--- src/rtl/div_pkg.sv ---
// Shared definitions for the sequential radix-2 non-restoring divider.
// Holds the FSM state encoding, the default width and the divide-by-zero quotient.
package div_pkg;

  typedef enum logic [1:0] {
    IDLE = 2'd0,
    CALC = 2'd1,
    FIX  = 2'd2
  } div_state_e;

  localparam int DIV_W = 8;

  // Sliced to W bits at the use site; W never exceeds 32.
  localparam logic [31:0] DBZ_QUOT = 32'hFFFF_FFFF;

endpackage

--- src/rtl/seq_divider_if.sv ---
// Operand/result bundle between the arithmetic unit and seq_divider.
// The requester drives the master side; the divider implements the slave side.
interface seq_divider_if
  import div_pkg::*;
#(
  parameter int W = DIV_W
);

  logic         start;
  logic [W-1:0] dividend;
  logic [W-1:0] divisor;
  logic         busy;
  logic         done;
  logic [W-1:0] quotient;
  logic [W-1:0] remainder;
  logic         div_by_zero;

  modport master (
    output start, dividend, divisor,
    input  busy, done, quotient, remainder, div_by_zero
  );

  modport slave (
    input  start, dividend, divisor,
    output busy, done, quotient, remainder, div_by_zero
  );

endinterface

--- src/rtl/div_step.sv ---
// One non-restoring division iteration: shift {A,Q} left, add or subtract M,
// and shift the new quotient bit in from the sign of the updated A.
module div_step
  import div_pkg::*;
#(
  parameter int W = DIV_W
) (
  input  logic [W:0]   a,
  input  logic [W-1:0] q,
  input  logic [W:0]   m,
  output logic [W:0]   a_next,
  output logic [W-1:0] q_next
);

  logic [W:0] shift_a_s;

  // Add/subtract decision uses the sign of A before the shift.
  always_comb begin
    shift_a_s = {a[W-1:0], q[W-1]};
    a_next    = shift_a_s;
    q_next    = q;
    if (a[W] == 1'b0) begin
      a_next = shift_a_s - m;
    end else begin
      a_next = shift_a_s + m;
    end
    q_next = {q[W-2:0], ~a_next[W]};
  end

endmodule

--- src/rtl/seq_divider.sv ---
// Sequential radix-2 non-restoring unsigned divider, one quotient bit per clock.
// Holds the FSM, iteration counter and registered results; the datapath step is div_step.
module seq_divider
  import div_pkg::*;
#(
  parameter int W = DIV_W
) (
  input  logic        clk,
  input  logic        rst_b,
  seq_divider_if.slave bus
);

  localparam int CW = $clog2(W) + 1;

  div_state_e    state_r, state_s;
  logic [W:0]    a_r, a_s;
  logic [W:0]    m_r, m_s;
  logic [W-1:0]  q_r, q_s;
  logic [CW-1:0] cnt_r, cnt_s;
  logic          zero_r, zero_s;
  logic          busy_r, busy_s;
  logic          done_r, done_s;
  logic [W-1:0]  quot_r, quot_s;
  logic [W-1:0]  rem_r, rem_s;
  logic          dbz_r, dbz_s;

  logic [W:0]    step_a_s;
  logic [W-1:0]  step_q_s;
  logic [W-1:0]  fix_rem_s;

  div_step #(.W(W)) u_step (
    .a      (a_r),
    .q      (q_r),
    .m      (m_r),
    .a_next (step_a_s),
    .q_next (step_q_s)
  );

  // Final restore: only the low W bits of A survive, so modular add is enough.
  always_comb begin
    fix_rem_s = a_r[W-1:0];
    if (a_r[W] == 1'b1) begin
      fix_rem_s = a_r[W-1:0] + m_r[W-1:0];
    end else begin
      fix_rem_s = a_r[W-1:0];
    end
  end

  // Next-state and next-register logic; a divide-by-zero parks the dividend in Q.
  always_comb begin
    state_s = state_r;
    a_s     = a_r;
    m_s     = m_r;
    q_s     = q_r;
    cnt_s   = cnt_r;
    zero_s  = zero_r;
    busy_s  = busy_r;
    done_s  = 1'b0;
    quot_s  = quot_r;
    rem_s   = rem_r;
    dbz_s   = dbz_r;
    case (state_r)
      IDLE: begin
        if (bus.start == 1'b1) begin
          busy_s = 1'b1;
          cnt_s  = {CW{1'b0}};
          q_s    = bus.dividend;
          a_s    = {(W+1){1'b0}};
          if (bus.divisor == {W{1'b0}}) begin
            zero_s  = 1'b1;
            m_s     = {(W+1){1'b0}};
            state_s = FIX;
          end else begin
            zero_s  = 1'b0;
            m_s     = {1'b0, bus.divisor};
            state_s = CALC;
          end
        end else begin
          state_s = IDLE;
        end
      end
      CALC: begin
        a_s   = step_a_s;
        q_s   = step_q_s;
        cnt_s = cnt_r + CW'(1);
        if (cnt_r == CW'(W - 1)) begin
          state_s = FIX;
        end else begin
          state_s = CALC;
        end
      end
      FIX: begin
        done_s  = 1'b1;
        busy_s  = 1'b0;
        state_s = IDLE;
        if (zero_r == 1'b1) begin
          quot_s = DBZ_QUOT[W-1:0];
          rem_s  = q_r;
          dbz_s  = 1'b1;
        end else begin
          quot_s = q_r;
          rem_s  = fix_rem_s;
          dbz_s  = 1'b0;
        end
      end
      default: begin
        state_s = IDLE;
        busy_s  = 1'b0;
      end
    endcase
  end

  // State and output registers; reset aborts any operation and clears results.
  always_ff @(posedge clk or negedge rst_b) begin
    if (!rst_b) begin
      state_r <= IDLE;
      a_r     <= {(W+1){1'b0}};
      m_r     <= {(W+1){1'b0}};
      q_r     <= {W{1'b0}};
      cnt_r   <= {CW{1'b0}};
      zero_r  <= 1'b0;
      busy_r  <= 1'b0;
      done_r  <= 1'b0;
      quot_r  <= {W{1'b0}};
      rem_r   <= {W{1'b0}};
      dbz_r   <= 1'b0;
    end else begin
      state_r <= state_s;
      a_r     <= a_s;
      m_r     <= m_s;
      q_r     <= q_s;
      cnt_r   <= cnt_s;
      zero_r  <= zero_s;
      busy_r  <= busy_s;
      done_r  <= done_s;
      quot_r  <= quot_s;
      rem_r   <= rem_s;
      dbz_r   <= dbz_s;
    end
  end

  assign bus.busy        = busy_r;
  assign bus.done        = done_r;
  assign bus.quotient    = quot_r;
  assign bus.remainder   = rem_r;
  assign bus.div_by_zero = dbz_r;

endmodule

--- src/flat_wrapper.sv ---
// flat-port wrapper written by rule: the top's interface ports become plain ports
module seq_divider_flat import div_pkg::*;
#(
  parameter int W = DIV_W
)
  (clk, rst_b, bus_start, bus_dividend, bus_divisor, bus_busy, bus_done, bus_quotient, bus_remainder, bus_div_by_zero);
  seq_divider_if #(.W(W)) bus_i ();
  input  logic clk;
  input  logic rst_b;
  input wire logic [$bits(bus_i.start)-1:0] bus_start;
  input wire logic [$bits(bus_i.dividend)-1:0] bus_dividend;
  input wire logic [$bits(bus_i.divisor)-1:0] bus_divisor;
  output wire logic [$bits(bus_i.busy)-1:0] bus_busy;
  output wire logic [$bits(bus_i.done)-1:0] bus_done;
  output wire logic [$bits(bus_i.quotient)-1:0] bus_quotient;
  output wire logic [$bits(bus_i.remainder)-1:0] bus_remainder;
  output wire logic [$bits(bus_i.div_by_zero)-1:0] bus_div_by_zero;
  assign bus_i.start = bus_start;
  assign bus_i.dividend = bus_dividend;
  assign bus_i.divisor = bus_divisor;
  assign bus_busy = bus_i.busy;
  assign bus_done = bus_i.done;
  assign bus_quotient = bus_i.quotient;
  assign bus_remainder = bus_i.remainder;
  assign bus_div_by_zero = bus_i.div_by_zero;
  seq_divider #(.W(W)) u_core (.clk(clk), .rst_b(rst_b), .bus(bus_i));
endmodule
--- config.mk ---
export PLATFORM = sky130hd
export DESIGN_NAME = seq_divider_flat
export DESIGN_NICKNAME = d
export VERILOG_FILES = /design/src/rtl/div_pkg.sv /design/src/rtl/seq_divider_if.sv /design/src/rtl/div_step.sv /design/src/rtl/seq_divider.sv /design/src/flat_wrapper.sv
export SDC_FILE = /design/constraint.sdc
export NUM_CORES = 1
export LEC_CHECK = 0
export ABC_AREA = 1
export CORE_MARGIN = 4
export CORE_UTILIZATION = 63
export CTS_BUF_LIST = sky130_fd_sc_hd__clkbuf_16
export CTS_CLUSTER_SIZE = 25
export DETAILED_ROUTE_END_ITERATION = 8
export DONT_BUFFER_PORTS = 1
export GPL_ROUTABILITY_DRIVEN = 0
export GPL_TIMING_DRIVEN = 0
export PLACE_DENSITY = 0.79
export SETUP_SLACK_MARGIN = 0.3
export SYNTH_ARGS = -nofsm -noshare
export SYNTH_HDL_FRONTEND = slang
export SYNTH_SLANG_ARGS = --single-unit
--- constraint.sdc ---
create_clock -name clk -period 2.88 [get_ports clk]
set_input_delay 0.576 -clock clk [delete_from_list [all_inputs] [get_ports clk]]
set_output_delay 0.576 -clock clk [all_outputs]
set_load 0.02 [all_outputs]
======== After elaboration in Yosys (flattened, before gate mapping) ========
Index checks and enable logic that the tools add are counted.
storage, ports and cells
  register bits after elaboration ......... 52
  bits in latches ......................... 0
  memory bits (writable) .................. 0
  ROM bits ................................ 0
  input port bits ......................... 19
  output and inout bits ................... 19
  memories kept ........................... 0
cells by class
  add/sub/neg operators ................... 4
  multiply operators ...................... 0
  divide/modulo/power cells ............... 0
  order comparisons ....................... 0
  eq/ne operators ......................... 4
  shift-type cells ........................ 0
  mux-type cells .......................... 20
  bitwise gates (word level) .............. 2
  reductions and logical operators ........ 6
operator list
  cell                                                  number
  two-way mux 8 bit                                     5
  two-way mux 9 bit                                     2
  one-hot mux 9 bit (2 select lines)                    1
  one-hot mux 8 bit (2 select lines)                    1
  adder 9 bit                                           1
  subtractor 9 bit                                      1
  adder 8 bit                                           1
  logical NOT 8 bit                                     1
  one-hot mux 4 bit (2 select lines)                    1
  two-way mux 2 bit                                     3
  AND reduction 2 bit                                   3
  adder 4 x 1 -> 4 bit (second input constant)          1
  equality test 4 x 3 -> 1 bit (second input constant)  1
  two-way mux 1 bit                                     4
  two-way mux 4 bit                                     1
  one-hot mux 2 bit (2 select lines)                    1
  equality test 2 x 1 -> 1 bit (second input constant)  1
  equality test 2 bit (second input constant)           1
  logical NOT 2 bit                                     1
  != test 2 bit (second input constant)                 1
  NOT 1 bit                                             2
  one-hot mux 1 bit (2 select lines)                    1
  nonzero test 2 bit                                    1

======== Longest topological paths before layout ========
Gate-level depths: netlist of the first run.
  depth after elaboration ................. 4
  mapped depth ............................ 19

======== Hierarchy ========
From an unflattened synthesis of the first run, not the netlist that was laid out.
unflattened totals
  cells, all modules ...................... 412
  area, all modules ....................... 3188.1 um2
modules (own cells, without submodules)
  module       instances  cells each  area an instance (um2)  sequential area each (um2)
  seq_divider  1          287         2503.7                  1276.2
  div_step     1          125         684.4                   0.0

======== Worst setup path after synthesis of the first run ========
Ideal clock, no wire load.
  path type ............................... register -> register
  from .................................... register u_core.m_r[1]
  to ...................................... register u_core.a_r[8]
  data arrival time ....................... 1.896 ns
  required time ........................... 2.752 ns
  setup slack ............................. 0.857 ns
  cell stages (with the launch flop) ...... 19
  period minus slack after synthesis ...... 2.023 ns
  path through ............................ dfrtp_1 -> inv_1 -> ha_1 -> nand2_1 -> nor2_1 -> nand2_1 -> nand2_1 -> xor2_1 -> ha_1 -> nand2_1 -> inv_1 -> nand2_1 -> nand2_1 -> inv_1 -> nand2_1 -> inv_1 -> nand3_1 -> nand3_1 -> o21ai_0
on the way
  cells in the longest elaborated chain, start to end .. 3
  elaborated cells on any way between the ends .. 4
  those cells by class .................... add/sub: 2; mux: 2
RTL lines
  item                                                    line                            RTL
  from (decl)                                             seq_divider.sv:17               logic [W:0] m_r, m_s;
  from (signal assigned)                                  seq_divider.sv:118              m_r <= {(W+1){1'b0}};
  from (signal assigned)                                  seq_divider.sv:130              m_r <= m_s;
  subtractor 9 bit / adder 9 bit (equally long branches)  div_step.sv:23, div_step.sv:25
  two-way mux 9 bit *                                     div_step.sv:22                  if (a[W] == 1'b0) begin
  one-hot mux 9 bit (2 select lines) *                    seq_divider.sv:62               case (state_r)
  to (signal assigned)                                    seq_divider.sv:117              a_r <= {(W+1){1'b0}};
  to (signal assigned)                                    seq_divider.sv:129              a_r <= a_s;
  to (decl)                                               seq_divider.sv:16               logic [W:0] a_r, a_s;
Every way passes the cells marked *; elsewhere a longest branch is shown, timed or not.
A chain may end at the register's enable or synchronous reset.

======== Worst setup path after layout of the first run ========
  from .................................... register u_core.a_r[8]
  to ...................................... register u_core.a_r[8]
on the way
  cells in the longest elaborated chain, start to end .. 2
RTL lines
  item                                line
  two-way mux 9 bit                   div_step.sv:22
  one-hot mux 9 bit (2 select lines)  seq_divider.sv:62
No other way between the ends.

==> results of run 1 <==
-- metal layers --
metal,global-route usage (%),vias up
li1,-,1215
met1,32.3,1150
met2,39.8,74
met3,5.62,9
met4,4.71,0
met5,0,-
-- layout make-up --
cell class              count  area (um2)  area share (%)
inverters                  53         215            6.63
clock inverters             3        27.5           0.848
plain buffers               7        55.1            1.70
multi-input cells         253        1430            44.1
repair buffers              4        50.0            1.54
clock buffers               5         125            3.86
flip-flops and latches     51        1280            39.3
well taps                  52        65.1            2.00
-- kinds of logic (layout without fill, tap and decap cells) --
kind of cell               after synthesis  count (layout)  synth area share, %
muxes                                    2               2                0.674
adders and majority gates               19              19                 8.51
AOI/OAI and AO/OA                       76              76                 14.7
buffers and inverters                   60              72                 9.01
xor gates and xnor gates                10              10                 2.95
and+or+nand+nor                        146             146                 21.1
DFF                                     51              51                 43.0
-- timing repair --
action / CTS / global route
hold buffers: 1 / 0
setup endpoints to repair: 0 / 2
hold endpoints to repair: 51 / 0
resized for setup: 0 / 3
setup buffers: 0 / 3
-- worst max-delay path: cells and delay by family, from the launching register on --
kind / cells / cell delay, ns
AO/OA/AOI/OAI: 2 / 0.25
AND/OR/NAND/NOR: 6 / 0.61
adder cells (fa/ha/maj): 1 / 0.49
flip-flops: 1 / 0.40
buffers and inverters: 3 / 0.52
-- cells in the final DEF (no fill, tap or decap), types with 3 or more instances in the layout --
cell type	instances
clkbuf_16	5
xor2_1	6
o221ai_1	3
a21oi_1	26
nand2_4	3
o21ai_0	27
buf_4	3
a221oi_1	3
dfrtp_1	51
ha_1	17
inv_1	46
buf_6	3
nand3_1	19
inv_2	3
o22ai_1	6
nand2_1	87
nor2_1	30
xnor2_1	4
-- stage by stage --
step,hold WS (ns),cell area [um2],cells,worst slack [ns],utilization [%]
after detailed placement,0.282,3040,416,0.456,68.3
after global placement,0.282,3040,416,0.532,68.3
final,0.122,3250,428,0.489,73.0
after CTS,0.142,3220,425,0.409,72.4
after global routing,0.139,3250,428,0.261,73.0
after floorplan,0.280,2970,364,0.857,-
-- flip-flops by register name (all words and copies together) (netlist names) --
name,cells
u_core.a_r,9
u_core.bus.done,1
u_core.bus.div_by_zero,1
u_core.bus.busy,1
u_core.state_r,2
u_core.cnt_r,4
u_core.q_r,8
u_core.bus.remainder,8
u_core.bus.quotient,8
u_core.m_r,8
u_core.zero_r,1
-- worst paths after layout --
check                                 from                 to
min reg2reg                u_core.cnt_r[3]    u_core.cnt_r[3]
min in group clk            bus_divisor[2]      u_core.m_r[2]
max                          u_core.a_r[8]      u_core.a_r[8]
max in group asynchronous            rst_b  u_core.state_r[1]
min                                  rst_b      u_core.a_r[1]
max reg2reg                  u_core.a_r[8]      u_core.a_r[8]
==> results.yml, run 1 <==
finish:
  fin_nets: 413
  diodes: 0
  fillers: 338
  area_growth_pct: 9.27
  layout-drive-gt1-share_pct: 7.98
cts:
  clock_path_buffers: 2
  cts_tree: "built"
  clock_latency_ns: 0.29
  cts_buffers: 5
  cts_max_level: 2
  clock-sinks: 51
  path_clk_slew_ns: 0.07
  clock-root-buffer: "clkbuf_16"
detailed_routing:
  routed_wl_mm: 6.76
  wl_per_cell_um: 15.8
  dr.pass1.iters: 5
  top_layer: "met4"
  wl_met2_mm: 3.22
  drc_errors: 0
  dr_wl_met3_um: 432
  vias: 2448
  viasPerCell: 5.72
  drt-met1-wl_mm: 3.01
  drtAntennaViolNets: 0
  drtIter0Drc: 153
synth:
  synth_fp_nets: 402
  synth_area_leaders: "dfrtp_1 43%, nand2_1 11%, ha_1 7.2%"
  synth.top_cell.area_share_pct: 43.0
  synth_seq_cells: 51
  synth_edf_count: 0
  postSynth.asyncResetShare_pct: 100
  synth_most_common_cell: "nand2_1"
  syn_inst: 364
  syn-mean-instance-area_um2: 8.16
  yosys.area.top_type: "dfrtp_1"
  synth.distinct_cells: 38
  yosys-top-cells-count: "87 x nand2_1, 51 x dfrtp_1, 47 x inv_1, 30 x nor2_1, 27 x o21ai_0"
  synthFlopType: "dfrtp_1"
  synth_seq_area_share_pct: 43.0
  syn_area_um2: 2970
  ys_warn_count: 0
global_route:
  gr-total-overflow: 0
  grt_pass1_wl_mm: 11.2
  grt_max_degree: 52
  grt_usage_pct: 24.0
  antenna_found_initial: 0
  first_global_vias: 2316
floorplanning:
  die_h_um: 76.7
  fp.dieW_um: 76.7
  core_area_um2: 4440
  io_pins: 38
  rows: 24
  die_area_um2: 5880
  start_util_pct: 66.8
worst_setup_path:
  startpoint_type: "flop"
  path_common_cell: "nand3_1"
  worstSetupPathType: "flop to flop"
  crit_slowest_cell: "fa_1"
  ff2ff_path_depth: 12
  max_stage_delay_ns: 0.49
  crit_chain: "inv_1 > clkbuf_4 > o21ai_0 > fa_1 > nand3_1 > nand3_1 > nand2_1 > nand2_1 > inv_1 > nand3_1 > nand3_2 > o21ai_0"
  crit_fanout: 10
  reg2reg_setup_slack_ns: 0.49
  endpoint_kind: "flop"
  worstPathRequired_ns: 3.05
  critPathArrivalTime_ns: 2.56
timing:
  min_period_ns: 2.39
  clock_skew_ns: 0.00460
  max_freq_mhz: 418
  drv_slew: 0
  worstMarginPinSlew_ns: 0.454
  period_share_pct: 83.0
  relSlewSlack_pct: 69.7
  hold_viol_final: 0
  rsz0062_at_grt: "no"
  finalSetupTns_ns: 0
  setup_viol: 0
placed_design:
  port_buffers: 0
  dpl.hpwl_mm: 5.04
run:
  drv_cap: 0
status:
  status: "finished, final reports clean"
worst_hold_path:
  hp-class: "input port to async pin"
Power of run 1 is not shown: default switching activity piles up to over one toggle a cycle in this logic, so the estimate is an artifact.
==> run 2: changes to the inputs <==
Settings changed: CORE_UTILIZATION 63 to 57, PLACE_DENSITY 0.79 to 0.75.
Clock period 2.88 ns to 2 ns, I/O delays scaled along.
==> run 2 against run 1 <==
The run now ends with setup timing left. Sequential share of layout area down 3.5 points. Register-to-register slack worse by 0.65 ns. Design area up 9.9%. Fmax up 11%. Clock-buffer cell count unchanged. Non-clock buffer count up 17. Routed wire length up 13%. Global-route usage up 0.25 points. Setup slack worse by 0.65 ns. Cell count up 8.2%.
==> results.yml, run 2 (synthesis results as in run 1) <==
floorplanning:
  start_util_pct: 58.5
  fp.dieW_um: 80.2
  io_pins: 38
  die_area_um2: 6430
  rows: 26
  core_area_um2: 5070
  die_h_um: 80.2
status:
  status: "finished with violations"
  violations: "setup timing"
global_route:
  first_global_vias: 2524
  gr-total-overflow: 0
  antenna_found_initial: 0
  grt_max_degree: 52
  grt_pass1_wl_mm: 12.0
  grt_usage_pct: 24.3
timing:
  max_freq_mhz: 464
  rsz0062_at_grt: "yes"
  period_share_pct: 108
  finalSetupTns_ns: -0.499
  worstMarginPinSlew_ns: 0.286
  finalWorstSetupSlack_ns: -0.156
  min_period_ns: 2.16
  drv_slew: 0
  clock_skew_ns: 0.00668
  relSlewSlack_pct: 80.8
  hold_viol_final: 0
  setup_viol: 5
finish:
  final_cells: 463
  fin_nets: 430
  largest_reg_flops: 9
  layout-drive-gt1-share_pct: 20.9
  diodes: 0
  final_common_cell: "nand2_1"
  area_growth_pct: 20.1
  layout_common_cells: "80 x nand2_1, 50 x dfrtp_1, 40 x inv_1"
  stdcell_area_um2: 3570
  regMostFlops: "u_core.a_r"
worst_setup_path:
  reg2reg_setup_slack_ns: -0.16
  path_common_cell: "nand2_1"
  crit_slowest_cell: "dfrtp_1"
  crit_family: "simple AND/OR/NAND/NOR gates"
  path_buf_inv: 4
  critPathArrivalTime_ns: 2.35
  startpoint_type: "flop"
  worstPathRequired_ns: 2.19
  endpoint_kind: "flop"
  crit_fanout: 3
  worstSetupPathType: "flop to flop"
  crit_chain: "inv_1 > nand2_1 > o31ai_2 > xnor2_1 > ha_1 > nand2_1 > inv_1 > nand2_1 > nand2_1 > inv_2 > nand2_4 > inv_2 > nand3_2 > nand3_2 > nand2_1 > nand2_1"
  max_stage_delay_ns: 0.43
cts:
  clock-root-buffer: "clkbuf_16"
  cts_max_level: 2
  cts_buffers: 5
  clock_latency_ns: 0.30
  cts_tree: "built"
  clock-sinks: 51
  clock_path_buffers: 2
  path_clk_slew_ns: 0.07
detailed_routing:
  drc_errors: 0
  drtAntennaViolNets: 0
  wl_per_cell_um: 16.5
  drtIter0Drc: 154
  vias: 2614
  dr.pass1.iters: 4
  viasPerCell: 5.65
  routed_wl_mm: 7.65
placed_design:
  port_buffers: 0
  dp.cells: 434
  placedInstanceArea_um2: 3090
  dpl.hpwl_mm: 5.10
worst_hold_path:
  hp-class: "input port to flop"
run:
  drv_cap: 0
run 2: cell count changes in the layout (fill, tap and decap cells not counted), sizes merged:
cell / before / now
buf: 9 / 27
clkbuf: 7 / 5
dlygate4sd3: 0 / 1
run 2: per-stage QoR:
step	setup WS (ns)	hold slack, ns	utilization (%)
finish	-0.156	0.226	70.3
global route	-0.287	0.243	70.3
global placement	-0.174	0.106	60.8
CTS	-0.0877	0.226	67.7
detailed placement	-0.223	0.106	60.8
floorplan	0.0658	0.104	-
run 2: timing repair:
action,4_1_cts,5_1_grt
resized for setup,25,24
hold endpoints to repair,51,0
pin swaps,17,11
setup buffers,12,7
hold buffers,2,0
endpoints found under the setup margin,11,15
run 2: final cells by class:
class | instances | area (um2)
Clock inverter | 3 | 27.5
Inverter | 53 | 215
Sequential cell | 51 | 1280
Buffer | 7 | 66.3
Tap cell | 70 | 87.6
Multi-Input combinational cell | 253 | 1580
Fill cell | 383 | 1510
Clock buffer | 5 | 125
Timing Repair Buffer | 21 | 191
run 2: worst register-to-register path, delay by kind of cell, from the launching register on:
kind / cells / cell delay (ns)
AND/OR/NAND/NOR: 9 / 0.64
flip-flops: 1 / 0.43
adder cells (fa/ha/maj): 1 / 0.34
buffers and inverters: 4 / 0.27
AO/OA/AOI/OAI: 1 / 0.25
XOR/XNOR: 1 / 0.11
run 2: worst paths after layout:
kind                            startpoint                 endpoint  cells past startpoint
max in group asynchronous            rst_b            u_core.a_r[0]                      2
hold reg to reg            u_core.cnt_r[3]          u_core.cnt_r[3]                      1
setup reg to reg             u_core.m_r[5]            u_core.q_r[0]                     16
min in group asynchronous            rst_b  u_core.bus.remainder[6]                      2
setup / recovery             u_core.m_r[5]            u_core.q_r[0]                     16
hold / removal              bus_divisor[2]            u_core.m_r[2]                      2
run 2: layer usage:
| layer | GRT usage [%] | up-vias | wire length (um) |
|---|---|---|---|
| met1 | 32.5 | 1251 | 3230 |
| met4 | 8.28 | 0 | 204 |
| met3 | 5.04 | 21 | 472 |
| met5 | 0 | - | 0 |
| met2 | 39.2 | 93 | 3750 |
| li1 | - | 1249 | - |
Power of run 2 is left out for the same reason.
